### config.mk
export PLATFORM = sky130hd
export DESIGN_NAME = pipe_collision_scorer
export DESIGN_NICKNAME = d
export VERILOG_FILES = /design/src/rtl/pipe_collision_scorer.sv
export SDC_FILE = /design/constraint.sdc
export NUM_CORES = 1
export LEC_CHECK = 0
export CAP_MARGIN = 20
export CELL_PAD_IN_SITES_DETAIL_PLACEMENT = 1
export CELL_PAD_IN_SITES_GLOBAL_PLACEMENT = 1
export CORE_MARGIN = 2
export CORE_UTILIZATION = 32
export CTS_CLUSTER_SIZE = 10
export DETAILED_ROUTE_END_ITERATION = 10
export PLACE_DENSITY = 0.82
export SYNTH_ARGS = -nofsm -noshare
export SYNTH_HDL_FRONTEND = slang
export SYNTH_SLANG_ARGS = --single-unit
### constraint.sdc
create_clock -name animationCLOCK -period 4.61 [get_ports animationCLOCK]
set_input_delay 0.922 -clock animationCLOCK [delete_from_list [all_inputs] [get_ports animationCLOCK]]
set_output_delay 0.922 -clock animationCLOCK [all_outputs]
set_load 0.005 [all_outputs]
### src/rtl/pipe_collision_scorer.sv
// Collision, pass counting and play/game-over control for the pipe animation.
// Pipe geometry checks are done per pipe in pipe_collision_lane instances.

module pipe_collision_lane #(
  parameter int BIRD_X = 100,
  parameter int BIRD_W = 34,
  parameter int BIRD_H = 24,
  parameter int PIPE_W = 52
) (
  input  logic       i_en,
  input  logic [9:0] i_x,
  input  logic [9:0] i_gap_top,
  input  logic [9:0] i_gap_bot,
  input  logic       i_up_vis,
  input  logic       i_down_vis,
  input  logic [9:0] i_bird_y,
  input  logic       i_passed,
  output logic       o_hit,
  output logic       o_pass
);
  logic [10:0] w_x_l, w_x_r, w_bird_b;
  logic        w_ovl;

  // 11-bit sums so a pipe near x=1023 does not wrap back onto the bird
  assign w_x_l    = {1'b0, i_x};
  assign w_x_r    = w_x_l + 11'(PIPE_W);
  assign w_bird_b = {1'b0, i_bird_y} + 11'(BIRD_H);
  assign w_ovl    = i_en && (w_x_l < 11'(BIRD_X + BIRD_W)) && (w_x_r > 11'(BIRD_X));
  assign o_hit    = w_ovl && ((i_up_vis && (i_bird_y < i_gap_top)) ||
                              (i_down_vis && (w_bird_b > {1'b0, i_gap_bot})));
  assign o_pass   = i_en && (w_x_r < 11'(BIRD_X)) && !i_passed;
endmodule

module pipe_collision_scorer #(
  parameter int BIRD_X    = 100,
  parameter int BIRD_W    = 34,
  parameter int BIRD_H    = 24,
  parameter int PIPE_W    = 52,
  parameter int SCREEN_H  = 480,
  parameter int MAX_SCORE = 999
) (
  input  logic       animationCLOCK,
  input  logic       reset,
  input  logic       start,
  input  logic [9:0] birdY,
  input  logic [9:0] pipe1X,
  input  logic [9:0] pipe1GapTop,
  input  logic [9:0] pipe1GapBottom,
  input  logic       pipe1UpVisible,
  input  logic       pipe1DownVisible,
  input  logic       pipe1En,
  input  logic [9:0] pipe2X,
  input  logic [9:0] pipe2GapTop,
  input  logic [9:0] pipe2GapBottom,
  input  logic       pipe2UpVisible,
  input  logic       pipe2DownVisible,
  input  logic       pipe2En,
  input  logic [9:0] pipe3X,
  input  logic [9:0] pipe3GapTop,
  input  logic [9:0] pipe3GapBottom,
  input  logic       pipe3UpVisible,
  input  logic       pipe3DownVisible,
  input  logic       pipe3En,
  output logic [9:0] score,
  output logic       scorePulse,
  output logic       playing,
  output logic       gameOver
);
  localparam int NUM_PIPES = 3;

  typedef enum logic [1:0] {S_IDLE, S_PLAY, S_DEAD} state_t;

  state_t                          r_state, w_state_nxt;
  logic [9:0]                      r_score, w_score_nxt;
  logic                            r_pulse, w_pulse_nxt;
  logic                            r_playing, r_game_over;
  logic [NUM_PIPES-1:0]            r_passed, w_passed_nxt;

  logic [NUM_PIPES-1:0][9:0]       w_x, w_gt, w_gb;
  logic [NUM_PIPES-1:0]            w_en, w_uv, w_dv, w_hit, w_pass;
  logic [10:0]                     w_bird_b, w_sum;
  logic [9:0]                      w_sat;
  logic [1:0]                      w_cnt;
  logic                            w_floor, w_any_hit;

  assign w_x  = {pipe3X, pipe2X, pipe1X};
  assign w_gt = {pipe3GapTop, pipe2GapTop, pipe1GapTop};
  assign w_gb = {pipe3GapBottom, pipe2GapBottom, pipe1GapBottom};
  assign w_en = {pipe3En, pipe2En, pipe1En};
  assign w_uv = {pipe3UpVisible, pipe2UpVisible, pipe1UpVisible};
  assign w_dv = {pipe3DownVisible, pipe2DownVisible, pipe1DownVisible};

  for (genvar g = 0; g < NUM_PIPES; g++) begin : g_lane
    pipe_collision_lane #(
      .BIRD_X(BIRD_X), .BIRD_W(BIRD_W), .BIRD_H(BIRD_H), .PIPE_W(PIPE_W)
    ) u_lane (
      .i_en      (w_en[g]),
      .i_x       (w_x[g]),
      .i_gap_top (w_gt[g]),
      .i_gap_bot (w_gb[g]),
      .i_up_vis  (w_uv[g]),
      .i_down_vis(w_dv[g]),
      .i_bird_y  (birdY),
      .i_passed  (r_passed[g]),
      .o_hit     (w_hit[g]),
      .o_pass    (w_pass[g])
    );
  end

  assign w_bird_b  = {1'b0, birdY} + 11'(BIRD_H);
  assign w_floor   = w_bird_b >= 11'(SCREEN_H);
  assign w_any_hit = w_floor || (|w_hit);
  assign w_cnt     = 2'({1'b0, w_pass[0]} + {1'b0, w_pass[1]} + {1'b0, w_pass[2]});
  assign w_sum     = {1'b0, r_score} + 11'(w_cnt);
  assign w_sat     = (w_sum > 11'(MAX_SCORE)) ? 10'(MAX_SCORE) : w_sum[9:0];

  always_comb begin
    w_state_nxt  = r_state;
    w_score_nxt  = r_score;
    w_pulse_nxt  = 1'b0;
    // a disabled pipe forgets it was passed so its respawn can score again
    w_passed_nxt = r_passed & w_en;
    case (r_state)
      S_IDLE, S_DEAD: begin
        if (start) begin
          w_state_nxt  = S_PLAY;
          w_score_nxt  = '0;
          w_passed_nxt = '0;
        end
      end
      S_PLAY: begin
        if (w_any_hit) begin
          w_state_nxt = S_DEAD;
        end else begin
          w_passed_nxt = (r_passed | w_pass) & w_en;
          w_score_nxt  = w_sat;
          w_pulse_nxt  = (w_sat != r_score);
        end
      end
      default: w_state_nxt = S_IDLE;
    endcase
  end

  always_ff @(posedge animationCLOCK) begin
    if (reset) begin
      r_state     <= S_IDLE;
      r_score     <= '0;
      r_pulse     <= 1'b0;
      r_passed    <= '0;
      r_playing   <= 1'b0;
      r_game_over <= 1'b0;
    end else begin
      r_state     <= w_state_nxt;
      r_score     <= w_score_nxt;
      r_pulse     <= w_pulse_nxt;
      r_passed    <= w_passed_nxt;
      r_playing   <= (w_state_nxt == S_PLAY);
      r_game_over <= (w_state_nxt == S_DEAD);
    end
  end

  assign score      = r_score;
  assign scorePulse = r_pulse;
  assign playing    = r_playing;
  assign gameOver   = r_game_over;
endmodule

### Word-level counts from Yosys, hierarchy flattened

Index checks and enable logic that the tools add are counted.

* output and inout port bits: 13
* word-level logic and storage cells: 85
* register bits after elaboration: 18
* bits of input ports: 112

* magnitude comparators: 17
* equality and inequality tests: 7
* add/sub/neg operators: 7
* reduce and logical (&&, ||, !) cells: 34
* bitwise logic cells: 4
* mux-type cells: 10

Operators with widths (number)
* $add 10x6->11 const B: 3
* $gt 11x10->1: 3
* $gt 11x7->1 const B: 3
* $lt 11x7->1 const B: 3
* $lt 10x10->1: 3
* $lt 10x8->1 const B: 3
* $mux 10: 3
* $logic_and 1x1->1: 21
* $pmux 10 s2: 1
* $add 10x2->11: 1
* $add 10x5->11 const B: 1
* $ge 11x9->1 const B: 1
* $gt 11x10->1 const B: 1
* $ne 10x10->1: 1
* $and 3x3->3: 2
* $mux 3: 2
* $pmux 3 s2: 1
* $reduce_or 3->1: 2
* $eq 2x1->1 const B: 2
* $eq 2x2->1 const B: 2
* $logic_or 1x1->1: 4
* $mux 2: 2
* $ne 2x2->1 const B: 2
* $pmux 2 s2: 1
* 9 further kinds: 11

### Depth between registers and ports, before layout

* depth in word-level cells: 11
* depth in mapped cells: 18
* mapped depth without buffers: 17

### Hierarchy

From an unflattened synthesis, not the netlist that was laid out.

* cells, all modules: 462
* area total of the unflattened synthesis: 3382.0 µm²

Modules (own cells, without submodules)
* pipe_collision_lane at g_lane[0].u_lane ...: cells each 111, area each 758.2 µm², sequential area each 0.0 µm², times used 2
* pipe_collision_scorer: cells each 129, area each 1096.1 µm², sequential area each 360.3 µm², times used 1
* pipe_collision_lane at g_lane[2].u_lane: cells each 111, area each 769.5 µm², sequential area each 0.0 µm², times used 1

### Worst setup path after synthesis

Ideal clock, no wire load.

* path kind: in2reg
* from: in pipe1X[2]
* to: reg r_score[2] (netlist: score[2])
* path slack: 293 ps
* buffers on the path: 1
* cell stages on the path: 15
* setup time: 114 ps
* data required time: 4496 ps
* arrival time: 4203 ps
* cells stage by stage: inv_1 > ha_1 > nor4_1 > a211oi_2 > nor3_1 > fa_1 > ha_1 > fa_1 > nand3_1 > nor2_1 > and3_1 > or2_0 > clkbuf_1 > o311a_1 > a21o_1

* cells in the longest elaborated chain, start to end: 11
* elaborated cells on any way between the ends: 20
* those cells by class: add/sub (4); order compare (4); eq/ne (1); mux (3); reduce/logical (8)

Ends and longest elaborated chain
* start, declared: RTL line 46 `input logic [9:0] pipe1X,`
* $add 10x6->11: RTL line 26 `assign w_x_r = w_x_l + 11'(PIPE_W);`
* $lt 11x7->1: RTL line 31 `assign o_pass = i_en && (w_x_r < 11'(BIRD_X)) && !i_passed;`
* $logic_and 1x1->1 (2 in series): RTL line 31
* $add 1x1->2: RTL line 113 `assign w_cnt = 2'({1'b0, w_pass[0]} + {1'b0, w_pass[1]} + {1'b0, w_pass[2]});`
* $add 2x1->2: RTL line 113
* $add 10x2->11: RTL line 114 `assign w_sum = {1'b0, r_score} + 11'(w_cnt);`
* $gt 11x10->1: RTL line 115 `assign w_sat = (w_sum > 11'(MAX_SCORE)) ? 10'(MAX_SCORE) : w_sum[9:0];`
* $mux 10: RTL line 115
* $mux 10: RTL line 132 `if (w_any_hit) begin`
* $pmux 10 s2: RTL line 123 `case (r_state)`
* end signal, assigned: RTL line 154 `r_score <= w_score_nxt;`
* end, declared: RTL line 74 `logic [9:0] r_score, w_score_nxt;`

Several ways; a longest one is shown, not always the timed one. The select of a mux whose other input is x is not followed.
A chain may end at the register's enable or synchronous reset.

### Worst setup path after layout

* from: in pipe1X[6]
* to: reg r_score[5] (netlist: score[5])

Same word-level chain as after synthesis.

==> results.cfg <==
[sta]
tightest_slew_ns = 0.519
hold_viol = 0
slew_violations = 0
fin_ws_ns = 0.153
period_share_pct = 96.7
fmax_ghz = 0.224
max_slew_margin_pct = 65.3
min_period_ns = 4.46
finalSetupViolations = 0
fin_skew_ns = 0.00644

[synthesis]
synthArstFlopShare_pct = 0
yosysTopAreaCellShare_pct = 26.2
ys_top_cells_by_area = ha_1, dfxtp_1, inv_1
synth_warnings = 0
synth-edff-count = 0
yosysMostFrequentCell = inv_1
yosysSeqAreaShare_pct = 11.1
synth_fp_nets = 615
synth_commonest_cells = inv_1, ha_1, nand2_1, nor2_1, a21oi_1
ys.flop_type = dfxtp_1
synthesis.area_sq_um = 3250
yosys.area.top_type = ha_1
synthDistinctLibCells = 65
ys_ff_latch = 18
netlist_instances = 433
postSynthAreaPerCell_sq_um = 7.51

[global_route]
antenna_found_initial = 0
grt_use_total_pct = 22.2
grt.overflow.total = 0
grt_pass1_vias = 4291
grt_pass1_wl_microns = 20200
grt_max_degree = 12

[floorplan]
rows = 36
die_area_sq_um = 11000
die_y_microns = 105
die_x_microns = 105
start_util_pct = 33.1
io_pins = 125
core_sq_um = 9820

[route]
viasPerCell = 5.24
dr.pass1.iters = 4
wire_per_inst_microns = 16.5
drc_errors = 0
via_count = 3920
drt-initial-drc-count = 58
wirelength_microns = 12400
antenna_left = 0

[critical_path]
r2r_end = score[5]
reg2reg_from = r_passed[0]
r2r_cells = 12
cp_slowest_cell = fa_1
slowest_delay_ns = 0.44
worst-endpoint-arrival_ns = 4.62
path_max_fanout = 5
rrSetupSlack_ns = 1.55
required_ns = 4.77
crit_path_start_kind = input port
cp_common_cell = a21o_1
crit_chain = clkdlybuf4s50_1 -> or3b_1 -> a211oi_2 -> nor3_2 -> buf_4 -> fa_1 -> ha_1 -> a21o_1 -> nand4_1 -> o21a_1 -> o221ai_1 -> nor2_1 -> or2_4 -> o311a_1 -> a21o_1
crit_path_end_kind = flop
worstSetupPathType = input port to flop

[clocking]
cts_root_buffer = clkbuf_8
cts_inserted_buffers = 3
clk_path_buf_depth = 2
htree_num_levels = 1
cts.sinks = 18
clk_latency_ns = 0.27
path_clk_slew_ns = 0.07
cts_tree = done

[pwr]
p_per_area_nw_per_um2 = 130
peakVddDrop_mv = 0.0992
leakage_nw = 2.58

[final_layout]
antennaDiodeCount = 0
fin_nets = 798
area_delta_synth_final_pct = 60.9
layout.cells.non_filler = 748
layout-drive-gt1-share_pct = 14.8

[placed_design]
port_buffers = 124
dp_hpwl_microns = 10400
dp_cells = 738
globalplace.congestion = 0.907
preCtsSetupSlack_ns = -0.542

[min_path]
worstHoldPathType = flop to flop
min_to = score[8]
worstHoldStart = score[8]
hold_depth = 1

[outcome]
status = finished, final reports clean

[job]
cap_viol_max_count = 0
-- report_power, final --
group	switching, mW	internal, mW
Sequential	0.00143	0.158
Clock	0.0613	0.0763
Combinational	0.173	0.208
Total	0.236	0.443
-- stage by stage --
stage	total power, mW	hold WS [ns]	TNS [ns]	cell area [sq um]	utilization (%)
6_report	0.678	0.524	0	5230	53.3
4_1_cts	0.680	0.516	0	5160	52.5
3_3_place_gp	0.514	0.475	-2.88	5040	51.4
2_1_floorplan	0.327	0.462	0	3250	-
3_5_place_dp	0.534	0.499	-5.60	5040	51.4
5_1_grt	0.730	0.547	-0.0750	5230	53.3
-- logic make-up after synthesis --
kind of cell	synth area share, %
and+or+nand+nor	24.4
xor gates and xnor gates	2.69
DFF	11.1
adders and majority gates	27.4
muxes	0.616
buffers and inverters	9.31
AOI/OAI and AO/OA	24.5
-- worst max-delay path, delay by kind of cell --
kind,cells,cell delay (ns)
AOI/OAI and AO/OA,6,1.40
and+or+nand+nor,5,1.00
adders and majority gates,2,0.74
buffers and inverters,2,0.56
-- routing by layer --
layer | GRT usage [%] | part of all wire (%)
met1 | 25.3 | 42
met3 | 2.25 | 3.9
met4 | 4.57 | 1.2
met5 | 0 | 0
met2 | 43.9 | 53
-- cells in the final DEF (no fill, tap or decap), types with 6 or more instances in the layout --
cell type        instances
nand2_1                 29
o21ai_1                  6
nor3_1                   8
nand2b_1                 9
clkdlybuf4s50_1        115
nor2b_1                  6
nor2_1                  27
nand3_1                  8
nand3b_1                 7
buf_4                   59
a21o_1                  13
ha_1                    65
o21ai_0                 15
dfxtp_1                 18
o311a_1                  6
a21oi_1                 26
inv_1                   70
nand4_1                 10
-- cell type report --
cell class | instances | area [sq um]
Clock buffer | 4 | 55.1
Tap cell | 133 | 166
Inverter | 72 | 270
Timing Repair Buffer | 184 | 1710
Multi-Input combinational cell | 337 | 2680
Fill cell | 1230 | 4590
Sequential cell | 18 | 360
-- worst max-delay path by stage --
stage	start	end	slack, ns
floorplan	pipe1X[2]	score[2]	0.29
global placement	pipe1X[2]	score[5]	-0.34
detailed placement	pipe1X[2]	score[5]	-0.54
CTS	pipe1X[4]	score[5]	0.005
global route	pipe1X[2]	score[2]	-0.04
finish	pipe1X[6]	score[5]	0.15
-- repair_timing --
item	4_1_cts	5_1_grt
endpoints found under the setup margin	11	12
endpoints found under the hold margin	0	0
gates resized for setup	16	19
buffers inserted	3	3
hold buffers	0	0
pin swaps	5	7
-- flip-flops by register name, summed over array words and instances (netlist names) --
register / cells
gameOver: 1
playing: 1
r_passed: 3
r_state: 2
score: 10
scorePulse: 1
Power figures use the tool's default switching activity.
